`src/rtl/display_7seg_multiplexado.sv`:
```
// Multiplexed common-anode 7-segment display for an unsigned DATA_W-bit value,
// shown in hex or decimal (sequential double-dabble), with zero blanking and overflow dashes.
module display_7seg_multiplexado #(
    parameter int DATA_W      = 16,
    parameter int N_DIGITS    = 4,
    parameter int REFRESH_DIV = 100000
) (
    input  logic                clk_i,
    input  logic                reset_i,
    input  logic                we_i,
    input  logic [DATA_W-1:0]   dato_i,
    input  logic                modo_dec_i,
    input  logic                blank_lz_i,
    output logic [N_DIGITS-1:0] an_o,
    output logic [6:0]          seg_o,
    output logic                busy_o
);

    // floor(DATA_W*log10(2)) + 1 decimal digits cover every DATA_W-bit value
    localparam int BCD_DIGITS = ((DATA_W * 1233) >> 12) + 1;
    localparam int MAX_DIGITS = (BCD_DIGITS > N_DIGITS) ? BCD_DIGITS : N_DIGITS;
    localparam int BCD_W      = 4 * MAX_DIGITS;
    localparam int EXT_W      = (DATA_W > 4 * N_DIGITS) ? DATA_W : 4 * N_DIGITS;
    localparam int CNT_W      = $clog2(REFRESH_DIV);
    localparam int IDX_W      = (N_DIGITS > 1) ? $clog2(N_DIGITS) : 1;
    localparam int ITER_W     = $clog2(DATA_W + 1);
    localparam logic [6:0] SEG_DASH = 7'b0111111;

    typedef enum logic {S_IDLE, S_CONV} state_t;

    function automatic logic [6:0] seg_decode(input logic [3:0] d);
        case (d)
            4'h0: seg_decode = 7'b1000000;
            4'h1: seg_decode = 7'b1111001;
            4'h2: seg_decode = 7'b0100100;
            4'h3: seg_decode = 7'b0110000;
            4'h4: seg_decode = 7'b0011001;
            4'h5: seg_decode = 7'b0010010;
            4'h6: seg_decode = 7'b0000010;
            4'h7: seg_decode = 7'b1111000;
            4'h8: seg_decode = 7'b0000000;
            4'h9: seg_decode = 7'b0010000;
            4'hA: seg_decode = 7'b0001000;
            4'hB: seg_decode = 7'b0000011;
            4'hC: seg_decode = 7'b1000110;
            4'hD: seg_decode = 7'b0100001;
            4'hE: seg_decode = 7'b0000110;
            default: seg_decode = 7'b0001110;
        endcase
    endfunction

    state_t                  r_state;
    logic                    r_busy;
    logic [DATA_W-1:0]       r_bin;
    logic [BCD_W-1:0]        r_bcd;
    logic [ITER_W-1:0]       r_iter;
    logic                    r_blank_pend;
    logic [4*N_DIGITS-1:0]   r_buf;
    logic                    r_blank;
    logic                    r_ovf;
    logic [CNT_W-1:0]        r_ref;
    logic [IDX_W-1:0]        r_idx;
    logic                    r_active;
    logic [N_DIGITS-1:0]     r_an;
    logic [6:0]              r_seg;

    logic [EXT_W-1:0]        w_dato_ext;
    logic                    w_hex_ovf;
    logic [BCD_W-1:0]        w_bcd_adj;
    logic [BCD_W-1:0]        w_bcd_next;
    logic                    w_dec_ovf;
    logic                    w_wrap;
    logic [IDX_W-1:0]        w_idx_next;
    logic                    w_active_next;
    logic [N_DIGITS-1:0]     w_lit;
    logic [3:0]              w_digit;
    logic [N_DIGITS-1:0]     w_an_next;
    logic [6:0]              w_seg_next;

    assign w_dato_ext = EXT_W'(dato_i);

    generate
        if (DATA_W > 4 * N_DIGITS) begin : g_hex_ovf
            assign w_hex_ovf = |dato_i[DATA_W-1:4*N_DIGITS];
        end else begin : g_no_hex_ovf
            assign w_hex_ovf = 1'b0;
        end
    endgenerate

    // One double-dabble step: add 3 to every BCD digit >= 5, then shift the next binary bit in
    always_comb begin
        // NOTE: every variable driven here gets a default first, so no latch can be inferred.
        w_bcd_adj = r_bcd;
        for (int d = 0; d < MAX_DIGITS; d++) begin
            if (r_bcd[4*d +: 4] >= 4'd5) begin
                w_bcd_adj[4*d +: 4] = r_bcd[4*d +: 4] + 4'd3;
            end
        end
        w_bcd_next = BCD_W'({w_bcd_adj, r_bin[DATA_W-1]});
    end

    always_comb begin
        w_dec_ovf = 1'b0;
        for (int d = N_DIGITS; d < MAX_DIGITS; d++) begin
            w_dec_ovf = w_dec_ovf | (w_bcd_next[4*d +: 4] != 4'd0);
        end
    end

    always_ff @(posedge clk_i) begin
        // NOTE: sequential state uses non-blocking assignments so all registers update together.
        if (reset_i) begin
            r_state      <= S_IDLE;
            r_busy       <= 1'b0;
            r_bin        <= '0;
            r_bcd        <= '0;
            r_iter       <= '0;
            r_blank_pend <= 1'b0;
            r_buf        <= '0;
            r_blank      <= 1'b0;
            r_ovf        <= 1'b0;
        end else if (we_i) begin
            if (modo_dec_i) begin
                r_state      <= S_CONV;
                r_busy       <= 1'b1;
                r_bin        <= dato_i;
                r_bcd        <= '0;
                r_iter       <= '0;
                r_blank_pend <= blank_lz_i;
            end else begin
                r_state <= S_IDLE;
                r_busy  <= 1'b0;
                r_buf   <= w_dato_ext[4*N_DIGITS-1:0];
                r_blank <= blank_lz_i;
                r_ovf   <= w_hex_ovf;
            end
        end else if (r_state == S_CONV) begin
            r_bin  <= {r_bin[DATA_W-2:0], 1'b0};
            r_bcd  <= w_bcd_next;
            r_iter <= r_iter + ITER_W'(1);
            if (r_iter == ITER_W'(DATA_W - 1)) begin
                r_state <= S_IDLE;
                r_busy  <= 1'b0;
                r_buf   <= w_bcd_next[4*N_DIGITS-1:0];
                r_blank <= r_blank_pend;
                r_ovf   <= w_dec_ovf;
            end
        end
    end

    // The first wrap after reset lights digit 0 without advancing the index
    assign w_wrap        = (r_ref == CNT_W'(REFRESH_DIV - 1));
    assign w_active_next = r_active | w_wrap;
    assign w_idx_next    = (w_wrap && r_active)
                         ? ((r_idx == IDX_W'(N_DIGITS - 1)) ? '0 : r_idx + IDX_W'(1))
                         : r_idx;

    always_comb begin
        logic seen;
        seen  = 1'b0;
        w_lit = '0;
        for (int k = N_DIGITS - 1; k >= 0; k--) begin
            seen     = seen | (r_buf[4*k +: 4] != 4'd0);
            w_lit[k] = seen | (k == 0);
        end
    end

    assign w_digit = r_buf[4*w_idx_next +: 4];

    always_comb begin
        w_an_next  = '1;
        w_seg_next = 7'b1111111;
        if (w_active_next) begin
            if (r_ovf) begin
                w_an_next  = ~(N_DIGITS'(1) << w_idx_next);
                w_seg_next = SEG_DASH;
            end else if (!r_blank || w_lit[w_idx_next]) begin
                w_an_next  = ~(N_DIGITS'(1) << w_idx_next);
                w_seg_next = seg_decode(w_digit);
            end
        end
    end

    always_ff @(posedge clk_i) begin
        if (reset_i) begin
            r_ref    <= '0;
            r_idx    <= '0;
            r_active <= 1'b0;
            r_an     <= '1;
            r_seg    <= 7'b1111111;
        end else begin
            r_ref    <= w_wrap ? '0 : r_ref + CNT_W'(1);
            r_idx    <= w_idx_next;
            r_active <= w_active_next;
            r_an     <= w_an_next;
            r_seg    <= w_seg_next;
        end
    end

    assign an_o   = r_an;
    assign seg_o  = r_seg;
    assign busy_o = r_busy;

endmodule
```
`config.mk`:
```
export PLATFORM = sky130hd
export DESIGN_NAME = display_7seg_multiplexado
export DESIGN_NICKNAME = d
export VERILOG_FILES = /design/src/rtl/display_7seg_multiplexado.sv
export SDC_FILE = /design/constraint.sdc
export NUM_CORES = 1
export LEC_CHECK = 0
export ABC_AREA = 1
export CAP_MARGIN = 25
export CORE_MARGIN = 5
export CORE_UTILIZATION = 50
export DETAILED_ROUTE_END_ITERATION = 16
export GPL_TIMING_DRIVEN = 1
export PLACE_DENSITY = 0.7
export SYNTH_ARGS = -nofsm -noshare
export SYNTH_HDL_FRONTEND = slang
export SYNTH_SLANG_ARGS = --single-unit
```
`constraint.sdc`:
```
create_clock -name clk_i -period 2.85 [get_ports clk_i]
set_input_delay 0.4275 -clock clk_i [delete_from_list [all_inputs] [get_ports clk_i]]
set_output_delay 0.4275 -clock clk_i [all_outputs]
set_load 0.02 [all_outputs]
```
==> flow_summary_export.csv, run 1 <==
group,metric,value,unit
power_and_ir_drop,total_power,2.53,mW
synthesis,yosysUniqueCellTypes,37,
sta,rsz0062_at_grt,"no",
synthesis,ys_seq_area_share,40.1,%
cells_and_area,seqCellArea,1860,µm²
clocking,htree_levels,3,
clocking,clk_pin_slew_worst_paths,110,ps
synthesis,synth-edff-count,0,
route,totalWireLength,10.1,mm
place,place_hpwl,7.33,mm
place,dp_cells,771,
synthesis,muxShareOfSynthArea,0,%
setup_path,worstPathRequired,3090,ps
cells_and_area,diodes,0,
sta,finClkSkew,17.8,ps
cells_and_area,syn_to_final_growth,14.0,%
synthesis,synth_fa_ha_area_share,5.66,%
flow_run,drv_cap,0,
route,drc,0,
cells_and_area,fillers,856,
route,drt_pre_antenna_iters,5,
route,met1Wirelength,4.78,mm
route,met2_length,4.65,mm
synthesis,synth_top_family_by_area,"simple AND/OR/NAND/NOR gates",
sta,fmax,399,MHz
synthesis,synth_xor_area_share,1.51,%
sta,max_slew.worst_pin.slew,539,ps
synthesis,synth_nets,685,
route,first_iter_violations,214,
setup_path,worstPathMaxFanout,13,
route,viasPerCell,5.31,
clocking,numCtsBuffers,9,
place,io_buffer_count,32,
synthesis,avgSynthCellArea,7.22,µm²
synthesis,synth-seq-cells,93,
sta,finalSetupTns,0,ps
setup_path,worst_setup_path_end_kind,"flip-flop",
sta,report.final.setup_viol,0,
place,globalplace.congestion,0.888,
global_routing,grt_pass1_wl,17.4,mm
place,dpl_cell_area,5090,µm²
synthesis,synth_simple_gate_area_share,26.5,%
clocking,cts_buffer_depth,2,
setup_path,crit_arrival,2740,ps
cells_and_area,final_area,5290,µm²
synthesis,syn_inst,643,
place,preCtsSetupSlack,263,ps
clocking,cts-root-buf,"clkbuf_8",
floorplanning,dieArea,11300,µm²
global_routing,antenna_found_initial,0,
power_and_ir_drop,powerDensity,478,nW/µm²
sta,min_period,2510,ps
power_and_ir_drop,max-vdd-ir-drop,0.000317,V
global_routing,grt_overflow_total,0,
clocking,clk_latency,360,ps
cells_and_area,final_common_cell,"nand2_1",
cells_and_area,multiInputGateArea,2420,µm²
route,wl_met3,453,µm
floorplanning,core-area,9150,µm²
synthesis,synth_ff_type,"dfxtp_1",
global_routing,track_usage,18.4,%
synthesis,synth_async_sr_flop_share,0,%
synthesis,yosysWarnings,0,
sta,fin_ws,344,ps
sta,hold_violations,0,
sta,fin_crit_sh,87.9,%
sta,final_max_slew_viol_count,0,
floorplanning,num_rows,35,
sta,relSlewSlack,64.0,%
cells_and_area,final_cells,787,
floorplanning,die_h,106,µm
clocking,clkSinkCount,93,
route,antenna_left,0,
cells_and_area,final_cell_mix,"nand2_1 (133), dfxtp_1 (92), inv_1 (68), o21ai_0 (64), nor2_1 (48)",
floorplanning,ios,33,
cells_and_area,nets,713,
floorplanning,start_util,50.7,%
outcome,status,"finished, final reports clean",
global_routing,grt_pass1_vias,3823,
clocking,cts_tree,"yes",
route,wl_per_cell,12.8,µm
floorplanning,die_w,106,µm
route,vias,4180,
setup_path,critPathLaunchType,"flip-flop",
setup_path,crit_type,"flip-flop to flip-flop",
cells_and_area,drive_above_1_share,8.73,%
global_routing,grt_max_degree,49,
worst_hold_path,min_path_type,"flip-flop to flip-flop",
power_and_ir_drop,p_leak,2.01,nW
synthesis,syn_area,4640,µm²
route,top_layer,"met4",
synthesis,synth_compound_area_share,18.2,%
[critical path, cell delays in order (launching register included)]
cell and delay [ps]:
dfxtp_1 370, ha_1 190, nand2_1 80, nor2_2 110, nand3_1 120, nor2_4 120
nand4_1 140, nand2_4 210, nand2_1 110, inv_1 90, nand2_1 50, nand2_1 70
nor2_2 50, buf_4 140, ha_1 300, nor2_1 50, o21ai_1 110, nand3_1 70
[logic make-up after synthesis]
logic type | Yosys count
flip-flops | 93
buffers and inverters | 96
XOR/XNOR | 8
AO/OA/AOI/OAI | 156
AND/OR/NAND/NOR | 269
adder cells (fa/ha/maj) | 21
[power by group]
part	leakage (nW)	internal [mW]	total, mW	switching (mW)
combinational	1.16	0.122	0.307	0.185
clock	0.0870	0.328	0.818	0.490
sequential	0.760	1.36	1.40	0.0459
[synthesized netlist by cell type (3+ instances only)]
master	n	share of area (%)
a21oi_1	47	5.1
a211oi_1	3	0.49
o21ai_1	4	0.43
nand4_1	10	1.3
xor2_1	7	1.3
o21ai_0	64	6.9
clkbuf_1	20	1.6
nor2_2	6	0.81
nand3_2	3	0.65
dfxtp_1	93	40
nor4_1	3	0.40
inv_1	68	5.5
a31oi_1	33	4.4
nor2_1	49	4.0
nand2_2	9	1.2
nor3_1	6	0.65
ha_1	21	5.7
nand2_1	133	11
nor3b_1	3	0.49
nand3_1	38	4.1
[worst paths after layout]
check        startpoint       end  slack, ps  depth (start not counted)
min reg2reg    r_ref[0]  r_ref[0]        430                          1
min            r_ref[0]  r_ref[0]        430                          1
max reg2reg    r_ref[1]  seg_o[3]        340                         17
max            r_ref[1]  seg_o[3]        340                         17
[area by class of cell]
type                    count  area share, %
clock inverters             7           1.04
well taps                 111           2.63
repair buffers             42           7.95
flip-flops and latches     93           35.2
inverters                  71           5.09
multi-input cells         454           45.7
clock buffers               9           2.34
[state kept, by name, indices dropped and copies added, names as in the netlist]
name	count
r_bcd	20
r_ref	17
r_bin	16
r_buf	16
seg_o	7
r_iter	5
an_o	4
r_idx	2
busy_o	1
r_active	1
r_blank	1
r_blank_pend	1
r_ovf	1
r_state	1
[per-layer routing]
metal | global-route usage, % | vias to the layer above
li1 | - | 2190
met1 | 24.5 | 1876
met2 | 30.7 | 95
met5 | 0 | -
met3 | 2.79 | 19
met4 | 6.01 | 0
[repair_timing]
item	4_1_cts	5_1_grt
resized for setup	0	4
hold buffers	0	0
setup buffers	0	0
endpoints found under the setup margin	0	7
[through the flow]
step | util [%] | hold WS, ps
detailed placement | 55.7 | 450
finish | 57.8 | 434
CTS | 57.6 | 470
floorplan | - | 430
global route | 57.8 | 469
global placement | 55.7 | 444
Power figures use the tool's default switching activity.
==> run 2, diff against run 1 <==
Settings changed: CORE_UTILIZATION 50 to 40, CTS_CLUSTER_DIAMETER set to 80, PLACE_DENSITY 0.7 to unset.
==> run 2 against run 1 <==
  * Clock skew fell by 11 ps
  * Clock power grew 59%
  * Sequential cell count unchanged
  * Sequential share of layout area down 1.2 points
  * Fmax is 2.2% lower
  * Utilization decreased by 9.7 points
  * Total power is 19% higher
  * Final area grew 3.4%
  * Critical path type unchanged
==> flow_summary_export.csv, run 2 (synthesis gave the netlist of run 1 again) <==
group,metric,value,unit
outcome,status,"finished, final reports clean",
place,dpl_cell_area,5130,µm²
clocking,cts_tree,"yes",
route,met1Wirelength,5.08,mm
power_and_ir_drop,combPwrFrac,10.2,%
clocking,clk_pin_slew_worst_paths,70,ps
setup_path,crit_arrival,2780,ps
power_and_ir_drop,p_int,2.25,mW
floorplanning,ios,33,
clocking,cts-root-buf,"clkbuf_16",
clocking,htree_levels,3,
cells_and_area,drive_above_1_share,8.98,%
route,met2_length,5.03,mm
setup_path,critPathLaunchType,"flip-flop",
setup_path,worstPathMaxFanout,13,
route,vias,4249,
setup_path,worstSetupStartpoint,"r_ref[0]",
floorplanning,start_util,40.8,%
sta,relSlewSlack,62.2,%
setup_path,worst_setup_path_end_kind,"flip-flop",
place,place_hpwl,7.69,mm
floorplanning,dieArea,13900,µm²
sta,rsz0062_at_grt,"no",
setup_path,worstPathRequired,3070,ps
place,globalplace.congestion,0.854,
worst_hold_path,min_from,"r_bin[0]",
place,io_buffer_count,32,
worst_hold_path,min_path_type,"flip-flop to flip-flop",
place,dp_cells,806,
route,drc,0,
route,viasPerCell,5.17,
cells_and_area,largest_reg_flops,20,
route,totalWireLength,10.8,mm
floorplanning,die_h,118,µm
power_and_ir_drop,p_leak,2.08,nW
sta,report.final.setup_viol,0,
clocking,cts_hold_buf,0,
global_routing,grt_overflow_total,0,
power_and_ir_drop,swShare,25.4,%
sta,finClkSkew,6.74,ps
sta,max_slew.worst_pin.slew,566,ps
cells_and_area,final_common_cell,"nand2_1",
clocking,clkSinkCount,93,
cells_and_area,top_register,"r_bcd",
power_and_ir_drop,power_frac_seq,46.6,%
setup_path,r2r_start,"r_ref[0]",
clocking,clk_latency,350,ps
route,antenna_left,0,
global_routing,track_usage,15.8,%
clocking,cts_buffer_depth,2,
power_and_ir_drop,clkPwrFrac,43.2,%
global_routing,grt_pass1_vias,3947,
route,wl_met3,461,µm
cells_and_area,largest_registers,"r_bcd x20, r_ref x17",
setup_path,crit_type,"flip-flop to flip-flop",
cells_and_area,final_cell_mix,"nand2_1 (133), dfxtp_1 (93), inv_1 (68), o21ai_0 (64), nor2_1 (48)",
sta,fmax,390,MHz
floorplanning,num_rows,39,
cells_and_area,final_area,5470,µm²
route,top_layer,"met4",
global_routing,grt_max_degree,49,
sta,fin_crit_sh,89.9,%
route,drt_pre_antenna_iters,5,
power_and_ir_drop,max-vdd-ir-drop,0.000441,V
sta,hold_violations,0,
sta,finalSetupTns,0,ps
power_and_ir_drop,powerDensity,551,nW/µm²
floorplanning,die_w,118,µm
route,wl_per_cell,13.1,µm
power_and_ir_drop,p_switching,765,µW
clocking,numCtsBuffers,9,
cells_and_area,nets,716,
sta,min_period,2560,ps
sta,final_max_slew_viol_count,0,
cells_and_area,final_cells,822,
route,first_iter_violations,275,
global_routing,grt_pass1_wl,18.3,mm
cells_and_area,diodes,0,
floorplanning,core-area,11400,µm²
global_routing,antenna_found_initial,0,
flow_run,drv_cap,0,
cells_and_area,syn_to_final_growth,17.8,%
==> run 2: cell types whose count changed in the layout (fill, tap and decap cells not counted), sizes merged <==
| cell | change |
|---|---|
| bufinv | +2 |
| inv | -4 |
| buf | +3 |
| clkinv | +1 |
| clkinvlp | +1 |
==> run 2: layout make-up <==
class / instances / area [µm²]
flip-flops and latches: 93 / 1860
inverters: 71 / 269
clock buffers: 9 / 225
multi-input cells: 454 / 2410
well taps: 143 / 179
clock inverters: 7 / 100
repair buffers: 45 / 418
fillers: 1139 / 5900
==> run 2: worst max-delay path: stages, from the launching register on <==
cell and delay [ps]:
dfxtp_1 370, ha_1 210, nand2_1 90, nor2_2 110
nand3_1 120, nor2_4 120, nand4_1 130, nand2_4 210
nand2_1 110, inv_1 100, nand2_1 60, nand2_1 70
nor2_2 50, buf_4 140, ha_1 300, nor2_1 60
o21ai_1 110, nand3_1 70
==> run 2: power by group through the flow <==
stage	Combinational, mW	Sequential (mW)	Clock [mW]
after floorplan	0.212	1.42	0
after global placement	0.300	1.43	0
after detailed placement	0.306	1.43	0
after CTS	0.308	1.40	1.33
after global routing	0.348	1.41	1.39
final	0.307	1.40	1.30
==> run 2: path summary, 6_finish.rpt <==
| path | endpoint | slack [ps] | cells after the start |
|---|---|---|---|
| hold reg to reg | r_bin[0] | 470 | 2 |
| hold / removal | r_bin[0] | 470 | 2 |
| setup / recovery | seg_o[3] | 290 | 17 |
| setup reg to reg | seg_o[3] | 290 | 17 |
==> run 2: repair_timing <==
action                     CTS  global route
resized for setup            0             2
buffers inserted             0             0
setup endpoints to repair    0             5
==> run 2: metal layers <==
layer / track usage, % / up-vias
li1: - / 2214
met1: 19.7 / 1945
met2: 25.4 / 74
met3: 5.09 / 16
met4: 5.73 / 0
met5: 0 / -
==> run 2: stage by stage <==
stage	worst slack [ps]	hold slack, ps	utilization, %	power [mW]
5_1_grt	9.49	488	48.1	3.15
2_1_floorplan	459	430	-	1.63
6_report	288	465	48.1	3.01
3_5_place_dp	227	456	45.1	1.74
3_3_place_gp	366	443	45.1	1.73
4_1_cts	197	466	48.0	3.04
==> RTL edit: new RTL, settings of run 2 <==
`DATA_W`: 16 -> 32.
--- a/src/rtl/display_7seg_multiplexado.sv
+++ b/src/rtl/display_7seg_multiplexado.sv
@@ -1,7 +1,7 @@
 // Multiplexed common-anode 7-segment display for an unsigned DATA_W-bit value,
 // shown in hex or decimal (sequential double-dabble), with zero blanking and overflow dashes.
 module display_7seg_multiplexado #(
-    parameter int DATA_W      = 16,
+    parameter int DATA_W      = 32,
     parameter int N_DIGITS    = 4,
     parameter int REFRESH_DIV = 100000
 ) (
Ports: changed (resized dato_i); port bits go from 33 to 49. No check against the original RTL was run, so the function may have changed too.
==> RTL edit against run 2 <==
- cell area rose by 47%
- combinational power is 29% higher
- sequential cell count rose by 37
- wire length rose by 50%
- area after synthesis increased by 45%
- sequential share of layout area is 1.6 points lower
- utilization up 0.47 points
- die area rose by 40%
- hold slack worse by 0.053 ns
- total power up 52%
- worst setup slack better by 0.11 ns
- largest power group is now clock
==> RTL edit: results (changes against run 2) <==
INFO  metric dpl.hpwl = 11.40 mm (was 7.693 mm)
INFO  metric post_synth_fa_ha_maj_area_fraction = 0.05598 (was 0.05663)
INFO  metric vias = 6053 (was 4249)
INFO  metric fillers = 1662 (was 1139)
INFO  metric clock_tree.htree_level_count = 4 (was 3)
INFO  metric arrival = 2.75 ns (was 2.78 ns)
INFO  metric ys_top_cells_by_count = 229 x sky130_fd_sc_hd__nand2_1, 130 x sky130_fd_sc_hd__dfxtp_1, 89 x sky130_fd_sc_hd__inv_1, 80 x sky130_fd_sc_hd__o21ai_0, 74 x sky130_fd_sc_hd__a21oi_1 (was 133 x sky130_fd_sc_hd__nand2_1, 93 x sky130_fd_sc_hd__dfxtp_1, 68 x sky130_fd_sc_hd__inv_1, 64 x sky130_fd_sc_hd__o21ai_0, 49 x sky130_fd_sc_hd__nor2_1)
INFO  metric largestRegisters = r_bcd: 40 flops, r_bin: 32 flops, r_ref: 17 flops (was r_bcd: 20 flops, r_ref: 17 flops)
INFO  metric max_stage_delay = 0.35 ns (was 0.37 ns)
INFO  metric grt_max_degree = 54 (was 49)
INFO  metric synth.yosys.seq_area_share = 0.3881 (was 0.4013)
INFO  metric maximum_fanout_along_the_worst_path = 8 (was 13)
INFO  metric grt.met2_usage = 0.2687 (was 0.2542)
INFO  metric hold-path-cell-count = 3 (was 2)
INFO  metric dpl-instance-area = 7411 um2 (was 5132 um2)
INFO  metric timing.clock.skew = 0.007650 ns (was 0.006744 ns)
INFO  metric routabilityCongestion = 0.8685 (was 0.8539)
INFO  metric hold_class = input port to register (was register to register)
INFO  metric grt_pass1_wl = 26.98 mm (was 18.35 mm)
INFO  metric synthDistinctLibCells = 42 (was 37)
INFO  metric post-place-ws = 0.4106 ns (was 0.2272 ns)
INFO  metric synth_compound_gate_area_share = 0.1816 (was 0.1818)
INFO  metric ir_worst_vdd = 0.4240 mV (was 0.4406 mV)
INFO  metric fin_worst_hold_slack = 0.4123 ns (was 0.4654 ns)
INFO  metric outcome = completed (unchanged)
INFO  metric hold_path_startpoint = reset_i (was r_bin[0])
INFO  metric clock_insertion_delay_worst_skew = 0.41 ns (was 0.35 ns)
INFO  metric portBuffers = 48 (was 32)
INFO  metric worst-r2r-setup-slack = 0.40 ns (was 0.29 ns)
INFO  metric groute.usage.overall = 0.1684 (was 0.1578)
INFO  metric leakage = 3.042 nW (was 2.078 nW)
INFO  metric postSynthNetCount = 1008 (was 685)
INFO  metric fin_nets = 1050 (was 716)
INFO  metric router_iterations_before_antenna_repair = 4 (was 5)
INFO  metric vias_in_the_first_global_route = 5622 (was 3947)
INFO  metric cts-buffers-inserted = 17 (was 9)
INFO  metric detailedRoute.firstIterationViolations = 442 (was 275)
## RTL edit: logic make-up after synthesis
logic type / count (synthesis)
and+or+nand+nor: 411
AOI/OAI and AO/OA: 222
buffers and inverters: 134
DFF: 130
adders and majority gates: 30
xor gates and xnor gates: 14
## RTL edit: layer usage
layer | up-vias | wire, um
li1 | 3210 | -
met1 | 2726 | 8113
met2 | 95 | 7181
met3 | 22 | 528
met4 | 0 | 286
met5 | - | 0
## RTL edit: worst register-to-register path, stage by stage (launching register included)
cell,delay [ns]
sky130_fd_sc_hd__dfxtp_1,0.35
sky130_fd_sc_hd__ha_1,0.22
sky130_fd_sc_hd__nand2_2,0.08
sky130_fd_sc_hd__nor2_2,0.12
sky130_fd_sc_hd__nand3_2,0.09
sky130_fd_sc_hd__nor2_4,0.11
sky130_fd_sc_hd__nand4_1,0.13
sky130_fd_sc_hd__nand2_4,0.16
sky130_fd_sc_hd__nor2_4,0.06
sky130_fd_sc_hd__nand2_1,0.06
sky130_fd_sc_hd__nand2_1,0.06
sky130_fd_sc_hd__nor2_2,0.22
sky130_fd_sc_hd__inv_1,0.13
sky130_fd_sc_hd__ha_1,0.24
sky130_fd_sc_hd__nand2_1,0.09
sky130_fd_sc_hd__nand2_1,0.06
sky130_fd_sc_hd__a21oi_1,0.12
sky130_fd_sc_hd__nand2_1,0.05
## RTL edit: final cells by class
type,instances,area [um2],area share
Clock inverter,11,160.2,0.01997
Sequential cell,130,2603,0.3244
Timing Repair Buffer,63,583.1,0.07269
Tap cell,220,275.3,0.03432
Multi-Input combinational cell,677,3595,0.4481
Inverter,94,355.3,0.04430
Clock buffer,21,450.4,0.05615
## RTL edit: worst max path at each step
stage                     startpoint  endpoint  slack [ns]  depth (start not counted)
after floorplan             r_ref[0]  seg_o[6]        0.56                         19
after global placement      r_ref[0]  seg_o[0]        0.47                         17
after detailed placement    r_ref[0]  seg_o[0]        0.41                         17
after CTS                   r_ref[0]  seg_o[0]        0.38                         17
after global routing        r_ref[0]  seg_o[0]        0.07                         17
final                       r_ref[0]  seg_o[0]        0.40                         17
## RTL edit: per-stage QoR
stage / std cells / util
after floorplan: 941 / -
final: 1216 / 0.4854
after CTS: 1216 / 0.4854
after global placement: 1184 / 0.4485
after global routing: 1216 / 0.4854
after detailed placement: 1184 / 0.4485
## RTL edit: report_power, final
part           switching (W)  leakage, nW  internal (W)
registers          0.0000501         1.06       0.00189
clock network       0.000781        0.297       0.00148
logic               0.000244         1.69      0.000152
total                0.00108         3.04       0.00352
